<file path="config.mk">
export PLATFORM = sky130hd
export DESIGN_NAME = interval_meter
export DESIGN_NICKNAME = d
export VERILOG_FILES = /design/src/rtl/interval_meter.sv
export SDC_FILE = /design/constraint.sdc
export NUM_CORES = 1
export LEC_CHECK = 0
export ABC_AREA = 1
export BUFFER_PORTS_ARGS = -buffer_cell sky130_fd_sc_hd__buf_2
export CAP_MARGIN = 20
export CELL_PAD_IN_SITES_DETAIL_PLACEMENT = 0
export CELL_PAD_IN_SITES_GLOBAL_PLACEMENT = 1
export CORE_MARGIN = 1.5
export CORE_UTILIZATION = 40
export DETAILED_ROUTE_END_ITERATION = 6
export PLACE_DENSITY = 0.81
export SLEW_MARGIN = 30
export SYNTH_ARGS = -nofsm -noshare
export SYNTH_HDL_FRONTEND = slang
export SYNTH_SLANG_ARGS = --single-unit
</file>
<file path="constraint.sdc">
create_clock -name CLK -period 1.8 [get_ports CLK]
set_clock_uncertainty 0.15 [all_clocks]
set_input_delay 0.45 -clock CLK [delete_from_list [all_inputs] [get_ports CLK]]
set_output_delay 0.45 -clock CLK [all_outputs]
set_load 0.02 [all_outputs]
</file>
<file path="src/rtl/interval_meter.sv">
// interval_meter: counts clock cycles from a START pulse to a STOP pulse.
// Ports: CLK, RST (async, active-high), START, STOP, ACK in;
//        BUSY, VALID, INTERVAL[CNT_W], TIMEOUT, OVERRUN out (all registered).
module interval_meter #(
    parameter int CNT_W     = 21,
    parameter int TIMEOUT_C = 2**21 - 1
) (
    input  logic             CLK,
    input  logic             RST,
    input  logic             START,
    input  logic             STOP,
    input  logic             ACK,
    output logic             BUSY,
    output logic             VALID,
    output logic [CNT_W-1:0] INTERVAL,
    output logic             TIMEOUT,
    output logic             OVERRUN
);

    localparam logic [CNT_W-1:0] TO_MAX = CNT_W'(TIMEOUT_C);
    localparam logic [CNT_W-1:0] ONE    = CNT_W'(1);

    typedef enum logic [1:0] {
        IDLE    = 2'd0,
        MEASURE = 2'd1,
        HOLD    = 2'd2
    } state_t;

    state_t           state;
    logic [CNT_W-1:0] cnt;

    always_ff @(posedge CLK or posedge RST) begin
        if (RST) begin
            state    <= IDLE;
            cnt      <= '0;
            BUSY     <= 1'b0;
            VALID    <= 1'b0;
            INTERVAL <= '0;
            TIMEOUT  <= 1'b0;
            OVERRUN  <= 1'b0;
        end else begin
            case (state)
                IDLE: begin
                    // START wins over a simultaneous STOP
                    if (START) begin
                        state <= MEASURE;
                        cnt   <= ONE;
                        BUSY  <= 1'b1;
                    end
                end
                MEASURE: begin
                    // STOP beats the timeout on the same cycle
                    if (STOP) begin
                        INTERVAL <= cnt;
                        TIMEOUT  <= 1'b0;
                        state    <= HOLD;
                        BUSY     <= 1'b0;
                        VALID    <= 1'b1;
                    end else if (cnt == TO_MAX) begin
                        INTERVAL <= TO_MAX;
                        TIMEOUT  <= 1'b1;
                        state    <= HOLD;
                        BUSY     <= 1'b0;
                        VALID    <= 1'b1;
                    end else begin
                        cnt <= cnt + ONE;
                    end
                end
                HOLD: begin
                    if (ACK) begin
                        VALID   <= 1'b0;
                        OVERRUN <= 1'b0;
                        // ACK with START chains straight into a new run
                        if (START) begin
                            state <= MEASURE;
                            cnt   <= ONE;
                            BUSY  <= 1'b1;
                        end else begin
                            state <= IDLE;
                        end
                    end else if (START) begin
                        OVERRUN <= 1'b1;
                    end
                end
                default: begin
                    state <= IDLE;
                    BUSY  <= 1'b0;
                    VALID <= 1'b0;
                end
            endcase
        end
    end

endmodule

</file>
* Word-level counts from Yosys, hierarchy flattened
Index checks and enable logic that the tools add are counted.
** Cells by class
- Add/sub/neg operators :: 1
- Equal/unequal tests :: 8
- Mux-type cells :: 25
- Bitwise operators :: 1
- Reduce and logical (&&, ||, !) cells :: 10
** Operators with widths (count)
- $mux 21 :: 6
- $pmux 21 s3 :: 1
- $add 21x1->21 const B :: 1
- $eq 21x21->1 const B :: 1
- $mux 1 :: 11
- $mux 2 :: 4
- $ne 2x2->1 const B :: 4
- $pmux 1 s3 :: 2
- $pmux 2 s3 :: 1
- $reduce_and 2->1 :: 3
- $reduce_and 3->1 :: 2
- $reduce_and 4->1 :: 1
- $reduce_bool 2->1 :: 2
- $ne 3x3->1 const B :: 1
- $reduce_bool 3->1 :: 1
- $eq 2x1->1 const B :: 1
- $eq 2x2->1 const B :: 1
- $logic_not 2->1 :: 1
- $not 1->1 :: 1
** Word-level totals
- Register bits :: 48
- Bits of input ports :: 5
- Output and inout port bits :: 25
- Word-level logic and storage cells :: 52

* Longest topological paths before layout
Gate-level depths: netlist of run 1.
- Depth in word-level cells :: 4
- Gate-level depth with buffers :: 11
- Gate-level depth less buffers :: 10

* Worst setup path after synthesis of run 1
Ideal clock, no wire load.
- Path type :: reg-to-reg
- Start :: register cnt[0]
- End :: register cnt[16]
- Library setup time :: 119 ps
- Arrival time :: 1523 ps
- Data required time :: 1531 ps
- Slack :: 8 ps
- Cell stages (with the launch flop) :: 12
- Path buffers :: 1
- Clock period less this slack :: 1792 ps
- Cell sequence :: dfrtp_1 > ha_1 > nand2_2 > nor2_4 > nand2_4 > nor2_8 > nand2_4 > nand3_4 > nand2_4 > buf_6 > nand2_2 > o21ai_2
** Between the ends
- Cells in the longest elaborated chain, start to end :: 4
- Elaborated cells between the ends (all ways) :: 7
- Classes of those cells :: add/sub (1); eq/ne (2); mux (3); reduce/logical (1)
** Ends and longest elaborated chain
- start: declaration :: line 30 : logic [CNT_W-1:0] cnt;
- start signal: assignment :: line 66 : cnt <= cnt + ONE;
- $add 21x1->21 :: line 66
- $mux 21 :: line 59 : end else if (cnt == TO_MAX) begin
- $mux 21 :: line 53 : if (STOP) begin
- $pmux 21 s3 :: line 42 : case (state)
Several ways; a longest one is shown, not always the timed one. The select of a mux whose other input is x is not followed.
A chain may end at the register's enable or synchronous reset.

* Final worst setup path of run 1
- Start :: register cnt[1]
- End :: register cnt[20]
The elaborated chain is that of the path after synthesis.

==> results of run 1 <==
## synthesized netlist by cell type, types with 3 or more instances
| cell type | n |
|---|---|
| nor2_1 | 42 |
| nor3_1 | 3 |
| a21oi_2 | 3 |
| nor2_4 | 3 |
| nand3_1 | 24 |
| o21ai_0 | 11 |
| o21ai_1 | 5 |
| a21oi_1 | 5 |
| nand2_4 | 3 |
| nand2_2 | 15 |
| o21ai_2 | 12 |
| inv_2 | 4 |
| buf_4 | 3 |
| nand2_1 | 60 |
| a22oi_2 | 16 |
| dfrtp_1 | 48 |
| buf_6 | 5 |
| inv_1 | 49 |
## path summary, 6_finish.rpt
check	end	start	slack, ns	cells past startpoint
min in group CLK	OVERRUN	ACK	0.20	2
setup reg to reg	cnt[20]	cnt[1]	0.03	11
hold / removal	INTERVAL[0]	RST	0.005	3
hold reg to reg	VALID	VALID	0.32	2
setup / recovery	cnt[20]	cnt[1]	0.03	11
max in group asynchronous	VALID	RST	1.24	3
## metal layers
metal	up-vias	share of wire	global-route usage
met4	0	0.011	0.0601
met5	-	0	0
met1	1103	0.46	0.242
met2	48	0.48	0.297
met3	6	0.042	0.0321
li1	1172	-	-
## worst min-delay path, cell delays in order
cell and delay, ns:
buf_2 0.10, inv_2 0.06, buf_12 0.24
## repair_timing
action / 4_1_cts / 5_1_grt
resized for setup: 3 / 14
setup buffers: 0 / 6
pin swaps: 1 / 8
endpoints found under the setup margin: 18 / 45
gates cloned: 0 / 4
hold buffers: 0 / 0
## per-stage QoR
| step | hold WS (ns) | utilization | TNS (ns) | setup slack [ns] |
|---|---|---|---|---|
| 2_1_floorplan | 0.378 | - | 0 | 0.00813 |
| 3_3_place_gp | 0.308 | 0.484 | -0.295 | -0.0568 |
| 3_5_place_dp | 0.307 | 0.484 | -1.28 | -0.112 |
| 4_1_cts | 0.0280 | 0.501 | 0 | 0.00258 |
| 5_1_grt | 0.0323 | 0.530 | -0.863 | -0.0676 |
| 6_report | 0.00492 | 0.530 | 0 | 0.0282 |
## cells by family (layout without fill, tap and decap cells)
group / after synthesis / count (layout) / share of synthesized area
simple gates: 154 / 157 / 0.271
buf+inv: 62 / 127 / 0.104
compound gates: 56 / 56 / 0.172
flops: 48 / 48 / 0.442
xor+xnor: 2 / 2 / 0.00645
fa+ha+maj: 1 / 1 / 0.00461
## power by group
group	internal [mW]	switching [mW]
registers	1.39	0.153
logic	0.759	1.25
clock network	0.314	0.354
total	2.46	1.76
## registers in the layout (all words and copies together), names as in the netlist
| register | cells |
|---|---|
| OVERRUN | 1 |
| BUSY | 1 |
| VALID | 1 |
| INTERVAL | 21 |
| cnt | 21 |
| state | 2 |
| TIMEOUT | 1 |
## cell type report
class | count | area share
inverter | 53 | 0.0581
sequential | 48 | 0.351
multi-input combinational | 216 | 0.391
tap | 77 | 0.0281
timing repair buffer | 66 | 0.145
clock buffer | 8 | 0.0263
==> metrics, run 1 <==
status=finished with violations; failing checks=design-rule violations; VDD IR max=about 0.66 mV; Reg area=0.00120 sq mm; Avg Inst Size Synth=8.41 sq um; latest clock arrival within the worst-skew pair=about 0.30 ns; CTS root buf=clkbuf_8; Finished Layout Cells=between 400 and 500; WP data required=between 1.5 and 2 ns; num ports=30; HPWL after DPL=4610 um; most frequent cells in the layout=nand2_1, dfrtp_1, inv_1; cell area after layout=~0.0034 sq mm; Slowest cell on crit path=dfrtp_1; 1st-iter DRT viols=roughly 160; GRT overflow=0; CP Capture Type=flip-flop; Critical path buffers and inverters=1; first-pass GRT wire length=10,300 um; Yosys top cell area share=0.442; RSZ-0062 raised after global routing=true; CTS tree=built; CTS sink count=48; multi-input logic area=0.00134 sq mm; initial antenna violation count=0; Worst Setup Start Kind=flip-flop; clock buffer depth=2; ys flop type=dfrtp_1; cell family with most CP delay=simple AND/OR/NAND/NOR gates; Die Span X=approximately 85 um; Placed Cells=450; Leak Pwr=between 1.5 and 2 nW; Core Area=roughly 0.0065 sq mm; flip-flop and latch count after synthesis=48; Final period util=0.984; DR vias=2,329; initial core utilization=0.421; routability-driven placement congestion ratio=just under 0.9; vias in the first global route=2,167; Worst slew margin=0.814; Total Wirelength=between 6000 and 7000 um; remaining antenna violation count=0; Global Route Usage Sum=0.181; diode count=0; Hold Crit Class=in2async; Async SR Flop Fraction=1.00; FP Rows=29; Routed WL per cell=14.3 um; nets@finish=around 400; WP data arrival=around 1.8 ns; ranking of synthesized cells by area=dfrtp_1, nand2_1, a22oi_2, inv_1, nor2_1; min Tclk post-route=~1.8 ns; CTS Buf Count=5; number of port buffers=29; Fmax=about 560 MHz; Worst-path clk slew=approximately 0.09 ns; Cell Chain, Critical Path=ha_2, nand2_2, nor2_4, nand2_4, nor2_8, nand2_4, nand3_4, buf_12, nand2_8, nand2_2, o21ai_2; number of max-cap violations=0; register area share after synthesis=0.442; crit-path max FO=8; DRC viols=3; Largest stage delay, worst path=0.36 ns; Yosys warning total=0; Netlist Area Pre-Place=0.00272 sq mm; top cell type by total area after synthesis=dfrtp_1; DRT Pass-1 Iters=6; Power per Cell Area=1230 mW/mm^2; Synth cell types=28; H-tree Lvls=2; Mapped Cells=323; kind of critical path=reg2reg; Max Transition Viols Final=0; final hold violation count=0; worst slew pin tran=about 0.28 ns; Final setup violation count=0; Post-Syn Nets=329; count of flip-flops with a built-in enable after synthesis=0; Die Area=0.00729 sq mm; Area Growth Syn to Fin=26.0%; DIE HEIGHT=between 80 and 90 um; layout cell share with drive strength beyond 1=0.379; placed instance area=about 0.0031 sq mm; pin count of the biggest net entering global routing=between 40 and 50; vias per inst=4.98; Filler cells=between 600 and 700; Pwr Total=4.22 mW; commonest non-fill, non-tap cell in the layout=nand2_1
Power figures use the tool's default switching activity.
==> run 2: changes to the inputs <==
--- a/config.mk
+++ b/config.mk
@@ -7,13 +7,13 @@
 export LEC_CHECK = 0
 export ABC_AREA = 1
 export BUFFER_PORTS_ARGS = -buffer_cell sky130_fd_sc_hd__buf_2
-export CAP_MARGIN = 20
+export CAP_MARGIN = 10
 export CELL_PAD_IN_SITES_DETAIL_PLACEMENT = 0
 export CELL_PAD_IN_SITES_GLOBAL_PLACEMENT = 1
 export CORE_MARGIN = 1.5
-export CORE_UTILIZATION = 40
+export CORE_UTILIZATION = 31
 export DETAILED_ROUTE_END_ITERATION = 6
-export PLACE_DENSITY = 0.81
+export PLACE_DENSITY = 0.67
 export SLEW_MARGIN = 30
 export SYNTH_ARGS = -nofsm -noshare
 export SYNTH_HDL_FRONTEND = slang
==> run 2 against run 1 <==
Compared with the run above: the flow now finishes without violations; combinational power shrank 6%; total power shrank 0.14%; die area grew 28%; first-iteration DRC count shrank 53%; critical path depth is the same; fmax shrank 0.69%; worst setup slack lost 0.012 ns; count of clock-buffer cells in the layout shrank 2; cell area shrank 1.3%; sequential power is essentially flat; core utilization shrank 12 points; critical path type unchanged; largest cell class unchanged.
==> metrics, run 2 (synthesized netlist as in run 1, its figures left out) <==
1st-iter DRT viols=75; Slowest cell on crit path=dfrtp_1; Clk network pwr share=0.185; vias in the first global route=2,333; NetSw=1.69 mW; worst reg-to-reg path cell count=11; Total Wirelength=~6600 um; HPWL after DPL=4940 um; Finished Layout Cells=roughly 500; Routed WL per cell=roughly 13 um; layout cell share with drive strength beyond 1=0.361; initial core utilization=0.326; Largest stage delay, worst path=0.36 ns; placed instance area=about 0.0032 sq mm; final hold violation count=0; latest clock arrival within the worst-skew pair=roughly 0.3 ns; cell area after layout=~0.0034 sq mm; crit-path max FO=20; min Tclk post-route=about 1.8 ns; DRC viols=0; Final period util=0.991; CTS tree=built; DR vias=2,268; Final setup violation count=0; diode count=0; worst slew pin tran=slightly above 0.3 ns; Worst slew margin=0.791; H-tree Lvls=2; WP data required=1.84 ns; Placed Cells=482; CP Capture Point=cnt[16]; DRT Pass-1 Iters=4; first-pass GRT wire length=roughly 11,000 um; GRT overflow=0; number of port buffers=29; vias per inst=around 4.6; num ports=30; worst hold slack=roughly 0.022 ns; multi-input logic area=around 0.0012 sq mm; Filler cells=a little under 900; routability-driven placement congestion ratio=~0.86; setup ws final=between 0.015 and 0.02 ns; status=completed; remaining antenna violation count=0; CP Capture Type=flip-flop; RSZ-0062 raised after global routing=true; Leak Pwr=between 1.5 and 2 nW; Hold Crit Class=in2async; initial antenna violation count=0; most frequent cells in the layout=nand2_1, dfrtp_1, inv_1; Most common cell on crit path=nand2_4; Worst-path clk slew=0.10 ns; nets@finish=~400; Area Growth Syn to Fin=24.4%; commonest non-fill, non-tap cell in the layout=nand2_1; Setup crit start=cnt[1]; Die Area=approximately 0.0093 sq mm; P_int=about 2.5 mW; VDD IR max=0.582 mV; Die Span X=between 90 and 100 um; r2r endpoint=cnt[16]; Global Route Usage Sum=0.153; FP Rows=33; combinational share of power=0.448; Worst Setup Start Kind=flip-flop; number of max-cap violations=0; WP data arrival=~1.8 ns; CTS sink count=between 40 and 50; Reg area=approximately 0.0012 sq mm; largest registers=INTERVAL x21, cnt x21, state x2; worst reg2reg startpoint=cnt[1]; DIE HEIGHT=about 97 um; Setup WS pre-CTS=-0.00659 ns; sw frac=0.400; Fmax=between 500 and 600 MHz; Flop pwr share=0.367; pin count of the biggest net entering global routing=49; CTS root buf=clkbuf_8; Power per Cell Area=1250 mW/mm^2; CTS Buf Count=5; setup slack, reg-to-reg=~0.016 ns; Max Transition Viols Final=0; clock buffer depth=2; Cell Chain, Critical Path=ha_2, nand2_2, nor2_4, nand2_4, nor2_8, nand2_4, nand3_4, nand2_4, buf_12, nand2_2, o21ai_2; kind of critical path=reg2reg; Core Area=~0.0083 sq mm
==> run 2: cell count changes in the layout (fill, tap and decap cells not counted), moves of 2 or more <==
cell     change
nand2_2      -6
nand2_1      +6
buf_6        +2
nand3_1      +2
buf_4        +4
nand2_8      -3
==> run 2: cell type report <==
type,instances,area share
well taps,105,0.0389
clock buffers,6,0.0215
clock inverters,2,0.0104
multi-input cells,213,0.370
flip-flops and latches,48,0.356
inverters,53,0.0589
repair buffers,69,0.145
==> run 2: repair_timing <==
action | in CTS | in global routing
setup endpoints to repair | 17 | 43
gates resized for setup | 1 | 4
pin swaps | 0 | 3
hold buffers | 0 | 0
buffers inserted | 3 | 3
==> run 2: critical path, delay by kind of cell, from the launching register on <==
| kind | cells | cell delay (ns) |
|---|---|---|
| adders and majority gates | 1 | 0.19 |
| and+or+nand+nor | 8 | 0.76 |
| DFF | 1 | 0.36 |
| AOI/OAI and AO/OA | 1 | 0.04 |
| buffers and inverters | 1 | 0.16 |
==> run 2: worst min-delay path by stage <==
| stage | slack [ns] | end | from |
|---|---|---|---|
| 4_1_cts | 0.03 | INTERVAL[14] | RST |
| 5_1_grt | 0.03 | INTERVAL[14] | RST |
| 3_3_place_gp | 0.31 | VALID | VALID |
| 6_report | 0.02 | INTERVAL[14] | RST |
| 2_1_floorplan | 0.38 | cnt[10] | cnt[10] |
| 3_5_place_dp | 0.32 | VALID | VALID |
==> run 2: layer usage <==
metal	vias up	track usage	wire, um
met2	40	0.251	3140
met3	4	0.0354	271
met4	0	0.0435	49
met1	1060	0.202	3150
met5	-	0	0
li1	1164	-	-
==> run 2: per-stage QoR <==
stage          setup TNS, ns  total power [mW]  utilization
2_1_floorplan              0              2.82            -
3_3_place_gp               0              3.42        0.384
3_5_place_dp         -0.0110              3.43        0.384
4_1_cts                    0              4.26        0.400
5_1_grt                -1.72              4.53        0.405
6_report                   0              4.21        0.405
==> run 2: power groups by stage <==
stage / combinational [mW] / clock (mW) / sequential, mW
after floorplan: 0.895 / 0 / 1.93
after global placement: 1.86 / 0 / 1.56
after detailed placement: 1.86 / 0 / 1.57
after CTS: 1.89 / 0.823 / 1.55
after global routing: 2.06 / 0.869 / 1.60
final: 1.89 / 0.780 / 1.54
==> run 3: changes to the inputs <==
--- a/config.mk
+++ b/config.mk
@@ -13,7 +13,7 @@
 export CORE_MARGIN = 1.5
 export CORE_UTILIZATION = 31
 export DETAILED_ROUTE_END_ITERATION = 6
-export PLACE_DENSITY = 0.67
+export PLACE_DENSITY = 0.64
 export SLEW_MARGIN = 30
 export SYNTH_ARGS = -nofsm -noshare
 export SYNTH_HDL_FRONTEND = slang
==> constraint.sdc (replaced) <==
create_clock -name CLK -period 2.3 [get_ports CLK]
set_clock_uncertainty 0.15 [all_clocks]
set_input_delay 0.575 -clock CLK [delete_from_list [all_inputs] [get_ports CLK]]
set_output_delay 0.575 -clock CLK [all_outputs]
set_load 0.02 [all_outputs]
==> run 3 against run 2 <==
Compared with the run above: via count fell by 5.2%; critical path depth decreased by 1; fmax decreased by 15%; cell area shrank 7.9%; register-to-register slack better by 0.19 ns; clock power down 13%; core utilization fell by 3.2 points; global-route usage is 0.19 points lower; largest power group unchanged.
==> metrics, run 3 (synthesized netlist as in run 1, its figures left out) <==
status=completed; Routed WL per cell=around 14 um; FP Rows=33; pin count of the biggest net entering global routing=49; number of port buffers=29; clock buffer depth=2; latest clock arrival within the worst-skew pair=0.31 ns; Power per Cell Area=a little over 1000 mW/mm^2; Final setup violation count=0; VDD IR max=between 0.3 and 0.4 mV; placed instance area=0.00298 sq mm; Global Route Usage Sum=0.151; first-pass GRT wire length=around 11,000 um; crit-path max FO=22; Core Area=~0.0083 sq mm; nets@finish=around 360; Area Growth Syn to Fin=14.6%; number of max-cap violations=0; Worst Setup Start Kind=flip-flop; kind of critical path=reg2reg; min Tclk post-route=approximately 2.1 ns; Fmax=about 480 MHz; most frequent cells in the layout=nand2_1, dfrtp_1, inv_1; Reg area=roughly 0.0012 sq mm; num ports=30; Worst slew margin=0.751; worst slew pin tran=0.374 ns; remaining antenna violation count=0; GRT overflow=0; CP Capture Type=flip-flop; HPWL after DPL=~4600 um; WP data arrival=~2.2 ns; DIE HEIGHT=96.6 um; Total Wirelength=approximately 6500 um; CTS sink count=48; initial antenna violation count=0; H-tree Lvls=2; Die Span X=96.6 um; RSZ-0062 raised after global routing=false; Hold Crit Class=in2async; vias per inst=4.64; DRT Pass-1 Iters=4; vias in the first global route=roughly 2,200; layout cell share with drive strength beyond 1=0.296; CTS tree=built; DR vias=between 2,000 and 2,500; DRC viols=0; final hold violation count=0; Final period util=0.909; cell area after layout=between 0.003 and 0.004 sq mm; initial core utilization=0.326; worst hold slack=between 0.15 and 0.2 ns; Setup Buffers After CTS=0; WP data required=between 2 and 2.5 ns; 1st-iter DRT viols=90; Max Transition Viols Final=0; Leak Pwr=1.45 nW; commonest non-fill, non-tap cell in the layout=nand2_1; largest registers=INTERVAL x21, cnt x21, state x2; TNS Setup=0 ns; Filler cells=between 900 and 1,000; multi-input logic area=approximately 0.0012 sq mm; CTS Buf Count=5; CTS root buf=clkbuf_8; routability-driven placement congestion ratio=0.845; Die Area=approximately 0.0093 sq mm; diode count=0; Worst-path clk slew=about 0.090 ns; final core utilization=0.373
run 3: changes by cell type in the layout (fill, tap and decap cells not counted), sizes merged:
cell | before | now
buf | 69 | 36
clkbuf | 6 | 7
clkinv | 1 | 0
run 3: critical path, stage by stage, from the launching register on:
cell,delay [ns]
dfrtp_1,0.45
ha_1,0.28
nand2_2,0.10
nor2_4,0.15
nand2_4,0.10
nor2_8,0.14
nand2_4,0.08
nand2_2,0.07
nand2_2,0.04
buf_4,0.25
a22oi_1,0.19
run 3: routing by layer:
layer  GRT usage  wire length [um]  vias to the layer above
met5           0                 0                        -
met4      0.0479                94                        0
met3      0.0289               209                        8
met2       0.239              2980                       39
met1       0.208              3180                     1010
li1            -                 -                     1092
run 3: area by class of cell:
cell class	instances	share of cell area
Multi-Input combinational cell	213	0.400
Sequential cell	48	0.386
Timing Repair Buffer	36	0.0675
Inverter	53	0.0639
Tap cell	105	0.0422
Clock buffer	7	0.0309
Clock inverter	1	0.00965
run 3: final timing paths:
kind                       startpoint          end  slack [ns]  cells after the start
max                            cnt[0]  INTERVAL[5]        0.21                     10
min                               RST  INTERVAL[1]        0.15                      3
max reg2reg                    cnt[0]  INTERVAL[5]        0.21                     10
min reg2reg                     VALID        VALID        0.35                      2
max in group asynchronous         RST       cnt[5]        1.62                      3
min in group CLK                  ACK      OVERRUN        0.33                      2
run 3: where the power goes:
group          internal [mW]  leakage [nW]  switching, mW
clock                  0.384        0.0645          0.295
sequential              1.09         0.613          0.137
combinational          0.453         0.775          0.861
run 3: stage by stage:
stage | cells | setup slack, ns | power [mW]
floorplan | 323 | 0.431 | 2.21
global placement | 455 | 0.218 | 2.56
detailed placement | 455 | 0.154 | 2.57
CTS | 463 | 0.135 | 3.26
global route | 463 | 0.000926 | 3.45
finish | 463 | 0.210 | 3.22
run 3: repair_timing:
| action | 4_1_cts | 5_1_grt |
|---|---|---|
| setup endpoints to repair | 0 | 7 |
| gates resized for setup | 0 | 1 |
| hold buffers | 0 | 0 |
